### config.mk
export PLATFORM = sky130hd
export DESIGN_NAME = mem_arbiter
export DESIGN_NICKNAME = d
export VERILOG_FILES = /design/src/rtl/riscv_pkg.sv /design/src/rtl/mem_addr_check.sv /design/src/rtl/mem_arbiter.sv
export SDC_FILE = /design/constraint.sdc
export NUM_CORES = 1
export LEC_CHECK = 0
export ABC_AREA = 1
export CORE_AREA = 2 2 86 88
export CTS_CLUSTER_SIZE = 8
export DETAILED_ROUTE_END_ITERATION = 10
export DIE_AREA = 0 0 88 90
export PLACE_DENSITY = 0.83
export SETUP_SLACK_MARGIN = 0.15
export SLEW_MARGIN = 20
export SYNTH_ARGS = -nofsm -noshare
export SYNTH_HDL_FRONTEND = slang
export SYNTH_HIERARCHICAL = 1
export SYNTH_SLANG_ARGS = --single-unit
### constraint.sdc
create_clock -name clk -period 2.8 [get_ports clk]
set_clock_uncertainty 0.1 [all_clocks]
set_input_delay 0.28 -clock clk [delete_from_list [all_inputs] [get_ports clk]]
set_output_delay 0.28 -clock clk [all_outputs]
set_load 0.03 [all_outputs]
### src/rtl/riscv_pkg.sv
// Shared memory-map constants, response-source encoding and address helpers.
// The CPU core reuses this package.
package riscv_pkg;

  localparam logic [31:0] ENTRY     = 32'h8000_0000;
  localparam int unsigned MEM_WORDS = 2048;

  typedef enum logic [1:0] {
    RSP_NONE  = 2'd0,
    RSP_FETCH = 2'd1,
    RSP_DATA  = 2'd2
  } rsp_src_e;

  // 33-bit compare so a window ending at 2^32 cannot wrap
  function automatic logic addr_in_range(input logic [31:0] addr,
                                         input logic [31:0] entry,
                                         input int unsigned words);
    logic [32:0] span_end;
    span_end = 33'(entry) + (33'(words) << 2);
    return (33'(addr) >= 33'(entry)) && (33'(addr) < span_end);
  endfunction

  function automatic logic [31:0] addr_to_word(input logic [31:0] addr,
                                               input logic [31:0] entry);
    return (addr - entry) >> 2;
  endfunction

endpackage

### src/rtl/mem_addr_check.sv
// Combinational range/alignment check and word-index translation for one requester.
module mem_addr_check #(
  parameter logic [31:0] ENTRY       = riscv_pkg::ENTRY,
  parameter int unsigned MEM_WORDS   = riscv_pkg::MEM_WORDS,
  parameter bit          CHECK_ALIGN = 1'b0
) (
  input  logic [31:0]                  addr,
  output logic                         ok_c,
  output logic [$clog2(MEM_WORDS)-1:0] idx_c
);
  import riscv_pkg::*;

  localparam int unsigned IW = $clog2(MEM_WORDS);

  always_comb begin
    idx_c = IW'(addr_to_word(addr, ENTRY));
    ok_c  = addr_in_range(addr, ENTRY, MEM_WORDS);
    if (CHECK_ALIGN && (addr[1:0] != 2'b00)) ok_c = 1'b0;
  end

endmodule

### src/rtl/mem_arbiter.sv
// Two-requester (fetch/data) arbiter in front of a synchronous single-port RAM.
// Data has priority; fetch is forced through after STARVE_MAX consecutive losses.
module mem_arbiter #(
  parameter logic [31:0] ENTRY      = riscv_pkg::ENTRY,
  parameter int unsigned MEM_WORDS  = riscv_pkg::MEM_WORDS,
  parameter int unsigned STARVE_MAX = 3
) (
  input  logic                         clk,
  input  logic                         reset,
  input  logic                         i_valid,
  output logic                         i_ready,
  input  logic [31:0]                  i_addr,
  input  logic                         d_valid,
  output logic                         d_ready,
  input  logic [31:0]                  d_addr,
  input  logic                         d_we,
  input  logic [3:0]                   d_be,
  input  logic [31:0]                  d_wdata,
  output logic                         i_rvalid,
  output logic                         d_rvalid,
  output logic [31:0]                  rsp_rdata,
  output logic                         rsp_err,
  output logic                         mem_en,
  output logic                         mem_we,
  output logic [3:0]                   mem_be,
  output logic [$clog2(MEM_WORDS)-1:0] mem_idx,
  output logic [31:0]                  mem_wdata,
  input  logic [31:0]                  mem_rdata
);
  import riscv_pkg::*;

  localparam int unsigned IW = $clog2(MEM_WORDS);
  localparam int unsigned CW = (STARVE_MAX < 1) ? 1 : $clog2(STARVE_MAX + 1);

  logic [CW-1:0] starve_q;
  logic          starved_c;
  logic          grant_i_c;
  logic          grant_d_c;
  logic          i_ok_c;
  logic          d_ok_c;
  logic [IW-1:0] i_idx_c;
  logic [IW-1:0] d_idx_c;
  logic          err_c;
  logic          use_mem_c;
  rsp_src_e      src_q;
  logic          err_q;
  logic          use_mem_q;

  mem_addr_check #(
    .ENTRY       (ENTRY),
    .MEM_WORDS   (MEM_WORDS),
    .CHECK_ALIGN (1'b1)
  ) u_i_check (
    .addr  (i_addr),
    .ok_c  (i_ok_c),
    .idx_c (i_idx_c)
  );

  mem_addr_check #(
    .ENTRY       (ENTRY),
    .MEM_WORDS   (MEM_WORDS),
    .CHECK_ALIGN (1'b0)
  ) u_d_check (
    .addr  (d_addr),
    .ok_c  (d_ok_c),
    .idx_c (d_idx_c)
  );

  // Grant is gated by reset so nothing is accepted while reset is held low
  always_comb begin
    starved_c = (starve_q == CW'(STARVE_MAX));
    grant_d_c = reset & d_valid & ~(i_valid & starved_c);
    grant_i_c = reset & i_valid & ~grant_d_c;
  end

  assign i_ready = grant_i_c;
  assign d_ready = grant_d_c;

  // RAM command for the granted requester; a zero-byte store never touches the RAM
  always_comb begin
    mem_en    = 1'b0;
    mem_we    = 1'b0;
    mem_be    = 4'b0000;
    mem_idx   = '0;
    mem_wdata = '0;
    err_c     = 1'b0;
    use_mem_c = 1'b0;
    if (grant_d_c) begin
      mem_idx = d_idx_c;
      err_c   = ~d_ok_c;
      if (d_ok_c) begin
        mem_en    = ~d_we | (|d_be);
        mem_we    = d_we & (|d_be);
        mem_be    = d_we ? d_be : 4'b0000;
        mem_wdata = d_we ? d_wdata : 32'h0;
        use_mem_c = ~d_we;
      end
    end else if (grant_i_c) begin
      mem_idx   = i_idx_c;
      err_c     = ~i_ok_c;
      mem_en    = i_ok_c;
      use_mem_c = i_ok_c;
    end
  end

  always_ff @(posedge clk or negedge reset) begin
    if (!reset) begin
      starve_q  <= '0;
      src_q     <= RSP_NONE;
      err_q     <= 1'b0;
      use_mem_q <= 1'b0;
    end else begin
      if (i_valid && grant_d_c) starve_q <= starved_c ? starve_q : starve_q + CW'(1);
      else                      starve_q <= '0;
      src_q     <= grant_d_c ? RSP_DATA : (grant_i_c ? RSP_FETCH : RSP_NONE);
      err_q     <= err_c;
      use_mem_q <= use_mem_c;
    end
  end

  // RAM data arrives in the response cycle, so only the select is registered
  assign i_rvalid  = (src_q == RSP_FETCH);
  assign d_rvalid  = (src_q == RSP_DATA);
  assign rsp_err   = err_q;
  assign rsp_rdata = use_mem_q ? mem_rdata : 32'h0;

endmodule

Word level (Yosys, flattened, before mapping)

Index checks and enable logic that the tools add are counted.
W data, S select, Z words.

Word-level logic and storage cells: 55
Bits in latches: 0
Bits in writable memories: 0
Memory bits (read-only): 0
Output and inout bits: 86
Memories kept: 0
Bits of input ports: 137
Register bits: 6

Shift-type cells: 0
Reduce and logical (&&, ||, !) cells: 5
Bitwise gates (word level): 12
$mul: 0
Eq/ne operators: 4
Order comparisons: 4
Mux-type cells: 23
Add/subtract/negate cells: 3
Div/mod/pow operators: 0

Operators with widths:

| cell                    | count |
|---|---|
| $mux W32                | 4 |
| $ge A32 B32 Y1 const B  | 2 |
| $lt A32 B32 Y1 const B  | 2 |
| $sub A13 B1 Y13 const B | 2 |
| $mux W11                | 2 |
| $mux W4                 | 3 |
| $mux W1                 | 11 |
| $and A1 B1 Y1           | 6 |
| $mux W2                 | 3 |
| $not A1 Y1              | 5 |
| $eq A2 B2 Y1 const B    | 2 |
| $reduce_or A4 Y1        | 1 |
| $logic_and A1 B1 Y1     | 3 |
| $add A2 B1 Y2 const B   | 1 |
| $eq A2 B1 Y1 const B    | 1 |
| $ne A2 B2 Y1 const B    | 1 |
| $reduce_bool A2 Y1      | 1 |
| $or A1 B1 Y1            | 1 |

Logic depth before layout (Yosys ltp)

Depth after elaboration: 8
Gate-level depth with buffers: 9
Mapped depth without buffers: 9

Modules after synthesis

The synthesis kept the hierarchy.

Modules (own cells, without submodules):

| module                     | instances | cells an instance | area an instance (µm²) | sequential area each (µm²) |
|---|---|---|---|---|
| mem_arbiter                | 1         | 219               | 1,042.2                | 150.1 |
| mem_addr_check (u_i_check) | 1         | 31                | 162.7                  | 0.0 |
| mem_addr_check (u_d_check) | 1         | 27                | 157.7                  | 0.0 |

Worst setup path before layout

Ideal clock, no wire load.

Kind: register to output
From: register starve_q[0]
To: output mem_be[0]
Path buffers: 1
Slack: 0.923 ns
Data arrival time: 1.497 ns
Required time: 2.420 ns
Cell stages (with the launch flop): 8
Path through: dfrtp_1 -> ha_1 -> nand2_1 -> inv_2 -> nor2_8 -> nand3_4 -> buf_6 -> nor2_1

Cells in the longest elaborated chain, start to end: 5

RTL lines:

| what                   | line               | source |
|---|---|---|
| start, declared        | mem_arbiter.sv:35  | `logic [CW-1:0] starve_q;` |
| start signal, assigned | mem_arbiter.sv:113 | `if (i_valid && grant_d_c) starve_q <= starved_c ? starve_q : starve_q + CW'(1);` |
| $eq A2 B2 Y1           | mem_arbiter.sv:71  | `starved_c = (starve_q == CW'(STARVE_MAX));` |
| $and A1 B1 Y1          | mem_arbiter.sv:72  | `grant_d_c = reset & d_valid & ~(i_valid & starved_c);` |
| $not A1 Y1             | mem_arbiter.sv:72  |  |
| $and A1 B1 Y1          | mem_arbiter.sv:72  |  |
| $mux W4                | mem_arbiter.sv:88  | `if (grant_d_c) begin` |
| end, declared          | mem_arbiter.sv:25  | `output logic [3:0] mem_be,` |

No other way between the ends.

Final worst setup path

From: input d_addr[24]
To: output mem_wdata[9]

Cells in the longest elaborated chain, start to end: 4
Elaborated cells on any way between the ends: 5
Classes of those cells: order compare: 2; mux: 2; reduce/logical: 1

RTL lines:

| what                                                    | line              | source |
|---|---|---|
| start, declared                                         | mem_arbiter.sv:15 | `input logic [31:0] d_addr,` |
| $ge A32 B32 Y1 / $lt A32 B32 Y1 (equally long branches) | riscv_pkg.sv:20   | `return (33'(addr) >= 33'(entry)) && (33'(addr) < span_end);` |
| $logic_and A1 B1 Y1 *                                   | riscv_pkg.sv:20   |  |
| named net d_ok_c                                        | mem_arbiter.sv:40 | `logic d_ok_c;` |
| $mux W32 *                                              | mem_arbiter.sv:91 | `if (d_ok_c) begin` |
| $mux W32 *                                              | mem_arbiter.sv:88 |  |
| end, declared                                           | mem_arbiter.sv:27 | `output logic [31:0] mem_wdata,` |

The timed path passes the listed nets; every way through them passes the cells marked *.

==> impl_metrics.csv <==
group,metric,value,unit
outcome,outcome,"finished, final reports clean",
critical_path,r2r_cells,6,
critical_path,required,2.42,ns
route,drt_iter0_drc,44,
clock_tree,clk_pin_slew,0.04,ns
critical_path,crit_path_max_incr_delay,0.42,ns
pwr,power.switching,0.1390,mW
yosys,yosysTopAreaCell,"inv_1",
clock_tree,cts_root_buf,"clkbuf_8",
clock_tree,clock-sinks,6,
cells_and_area,antenna_cells,0,
place,port-buffer-count,220,
global_routing,grt_pass1_wl,9446,um
pwr,vdd_drop_max,0.0001031,V
critical_path,path_depth,9,
critical_path,end_kind,"output pin",
critical_path,start_kind,"input port",
global_routing,track_usage,14.76,%
critical_path,crit_fanout,18,
clock_tree,clock_latency,0.22,ns
floorplan,dieHeight,90,um
floorplan,rows,31,
sta,finalHoldViolCount,0,
sta,rsz0062_at_grt,"true",
critical_path,crit_chain,"clkdlybuf4s50_1 -> nor2_1 -> nand2_1 -> nor2_1 -> nand2_1 -> nor2_1 -> nand3_2 -> nor2_1 -> buf_4",
route,firstDrtPassIters,4,
critical_path,rrSetupSlack,1.38,ns
critical_path,path_delay_family,"simple AND/OR/NAND/NOR gates",
route,highest_layer,"met4",
critical_path,critPathMostFrequentCell,"nor2_1",
floorplan,ioPinCount,223,
route,met2_length,3464,um
route,route.detailed.drc,0,
clock_tree,holdBufCountCts,0,
pwr,p_per_area,152.8,nW/um^2
clock_tree,cts_resized,0,
pwr,internal_power,0.3876,mW
route,wl_per_cell,11.09,um
route,final_antenna_net_count,0,
cells_and_area,final_common_cell,"clkdlybuf4s50_1",
pwr,switching_share,26.39,%
global_routing,grt_pass1_vias,2108,
clock_tree,cts_tree,"yes",
yosys,netlist_area,1363,sq um
pwr,cellLeakagePower,1.882,nW
sta,setup_violations,0,
yosys,ys_seq_elements,6,
critical_path,path_buf_inv,2,
yosys,avgSynthCellArea,4.919,sq um
global_routing,gr-total-overflow,0,
place,dpl.hpwl,5512,um
route,wl,6341,um
yosys,yosysWarningCount,6,
clock_tree,post_cts_buffers,0,
pwr,power_frac_seq,17.4,%
sta,tightest_slew,0.4496,ns
cells_and_area,areaGrowthSynthToFinish,152.9,%
critical_path,timing.critical_path.to,"mem_wdata[9]",
worst_hold_path,holdCritPathClass,"in -> async",
route,wl_met1,2085,um
cells_and_area,nets,613,
cells_and_area,final_cell_mix,"clkdlybuf4s50_1 (181), inv_1 (77), nand2_1 (70)",
floorplan,initial_core_util,19.41,%
clock_tree,htreeDepth,1,
critical_path,arrival,2.16,ns
global_routing,grt_max_degree,38,
route,wl_met3,643,um
floorplan,dieArea,7920,sq um
sta,max-slew-margin-rel,69.92,%
critical_path,rr_startpoint,"starve_q[0]$_DFFE_PN0P_",
route,vias,2199,
floorplan,die_w,88,um
sta,min_period_over_period,90.76,%
flow_run,maxCapViolations,0,
pwr,pwr-share-comb,58.2,%
pwr,pwr-share-clk,24.3,%
sta,slew_viol_final,0,
critical_path,critPathLaunch,"d_addr[24]",
clock_tree,clock_path_buffers,2,
cells_and_area,drive_above_1_share,11.42,%
clock_tree,cts_buffers,3,
yosys,ys_top_cells_by_area,"inv_1 (21%), nand2_1 (20%), nor2_1 (18%)",
critical_path,r2r_end,"use_mem_q$_DFF_PN0_",
yosys,synth_nets,415,
yosys,synth_cells,277,
yosys,ys_seq_area_share,11.02,%
yosys,synth_top_area_share,21.49,%
critical_path,crit_type,"in -> out",
critical_path,cp_slowest_cell,"clkdlybuf4s50_1",
sta,period_minus_slack,2.541,ns
global_routing,grt_antenna_before_repair,0,
floorplan,core,7020,sq um
place,place.gp.congestion,0.7400,
sta,finalSetupTns,0,ns
route,viasPerCell,3.844,
yosys,ys_types,21,
sta,hold_ws,0.1763,ns
sta,fmaxAchievable,393.5,MHz
[worst min path at each step]
stage	from	to	cells past startpoint	slack, ns
after floorplan	reset	rsp_err$_DFF_PN0_	0	-0.12
after global placement	starve_q[0]$_DFFE_PN0P_	starve_q[0]$_DFFE_PN0P_	1	0.33
after detailed placement	starve_q[0]$_DFFE_PN0P_	starve_q[0]$_DFFE_PN0P_	1	0.33
after CTS	reset	starve_q[0]$_DFFE_PN0P_	1	0.17
after global routing	reset	starve_q[0]$_DFFE_PN0P_	1	0.17
final	reset	starve_q[0]$_DFFE_PN0P_	1	0.18
[layout make-up]
type,instances,area [sq um]
fillers,670,3575
repair buffers,223,2127
multi-input cells,162,703.2
inverters,79,300.3
flip-flops and latches,6,150.1
well taps,99,123.9
clock buffers,3,41.29
[cell usage after synthesis, drive strengths merged]
| master | count |
|---|---|
| buf | 28 |
| nand3 | 14 |
| nand2 | 72 |
| dfrtp | 6 |
| clkbuf | 3 |
| nor3b | 1 |
| ha | 1 |
| o21ai | 1 |
| inv | 79 |
| and2 | 1 |
| nand4 | 2 |
| nor3 | 2 |
| nor2 | 67 |
[worst reg2reg max path: cells and delay by family (launching register included)]
| kind | cells | cell delay [ns] |
|---|---|---|
| adders and majority gates | 1 | 0.19 |
| buffers and inverters | 1 | 0.20 |
| DFF | 1 | 0.37 |
| and+or+nand+nor | 4 | 0.43 |
[per-stage QoR]
stage / cells / utilization [%] / worst slack [ns] / power, mW / cell area (sq um)
after global routing: 572 / 49.08 / 0.09977 / 0.5651 / 3446
after CTS: 571 / 48.85 / 0.2223 / 0.5319 / 3430
after detailed placement: 568 / 48.26 / 0.2254 / 0.3980 / 3388
final: 572 / 49.08 / 0.2587 / 0.5266 / 3446
after floorplan: 277 / - / 0.9226 / 0.1905 / 1363
after global placement: 568 / 48.26 / 0.2618 / 0.3931 / 3388
[routing by layer]
metal | GRT usage [%] | up-vias
li1 | - | 1142
met1 | 12.93 | 927
met2 | 30.11 | 116
met4 | 5.256 | 0
met3 | 4.224 | 14
met5 | 0 | -
[power groups by stage]
stage | Combinational, mW | Sequential, mW | Clock [mW]
floorplan | 0.0954 | 0.0951 | 0
global placement | 0.300 | 0.0929 | 0
detailed placement | 0.305 | 0.0929 | 0
CTS | 0.307 | 0.0918 | 0.133
global route | 0.330 | 0.0921 | 0.143
finish | 0.307 | 0.0918 | 0.128
[registers in the layout, indices dropped and copies added (netlist names)]
register,count
src_q,2
use_mem_q,1
starve_q,2
rsp_err,1
[kinds of logic (layout without fill, tap and decap cells)]
group           after synthesis  in the layout  share of synthesized area, %
flops                         6              6                         11.02
compound gates                1              1                        0.3670
fa+ha+maj                     1              1                        0.9181
simple gates                159            160                         49.40
buf+inv                     110            305                         38.29
Power figures use the tool's default switching activity.
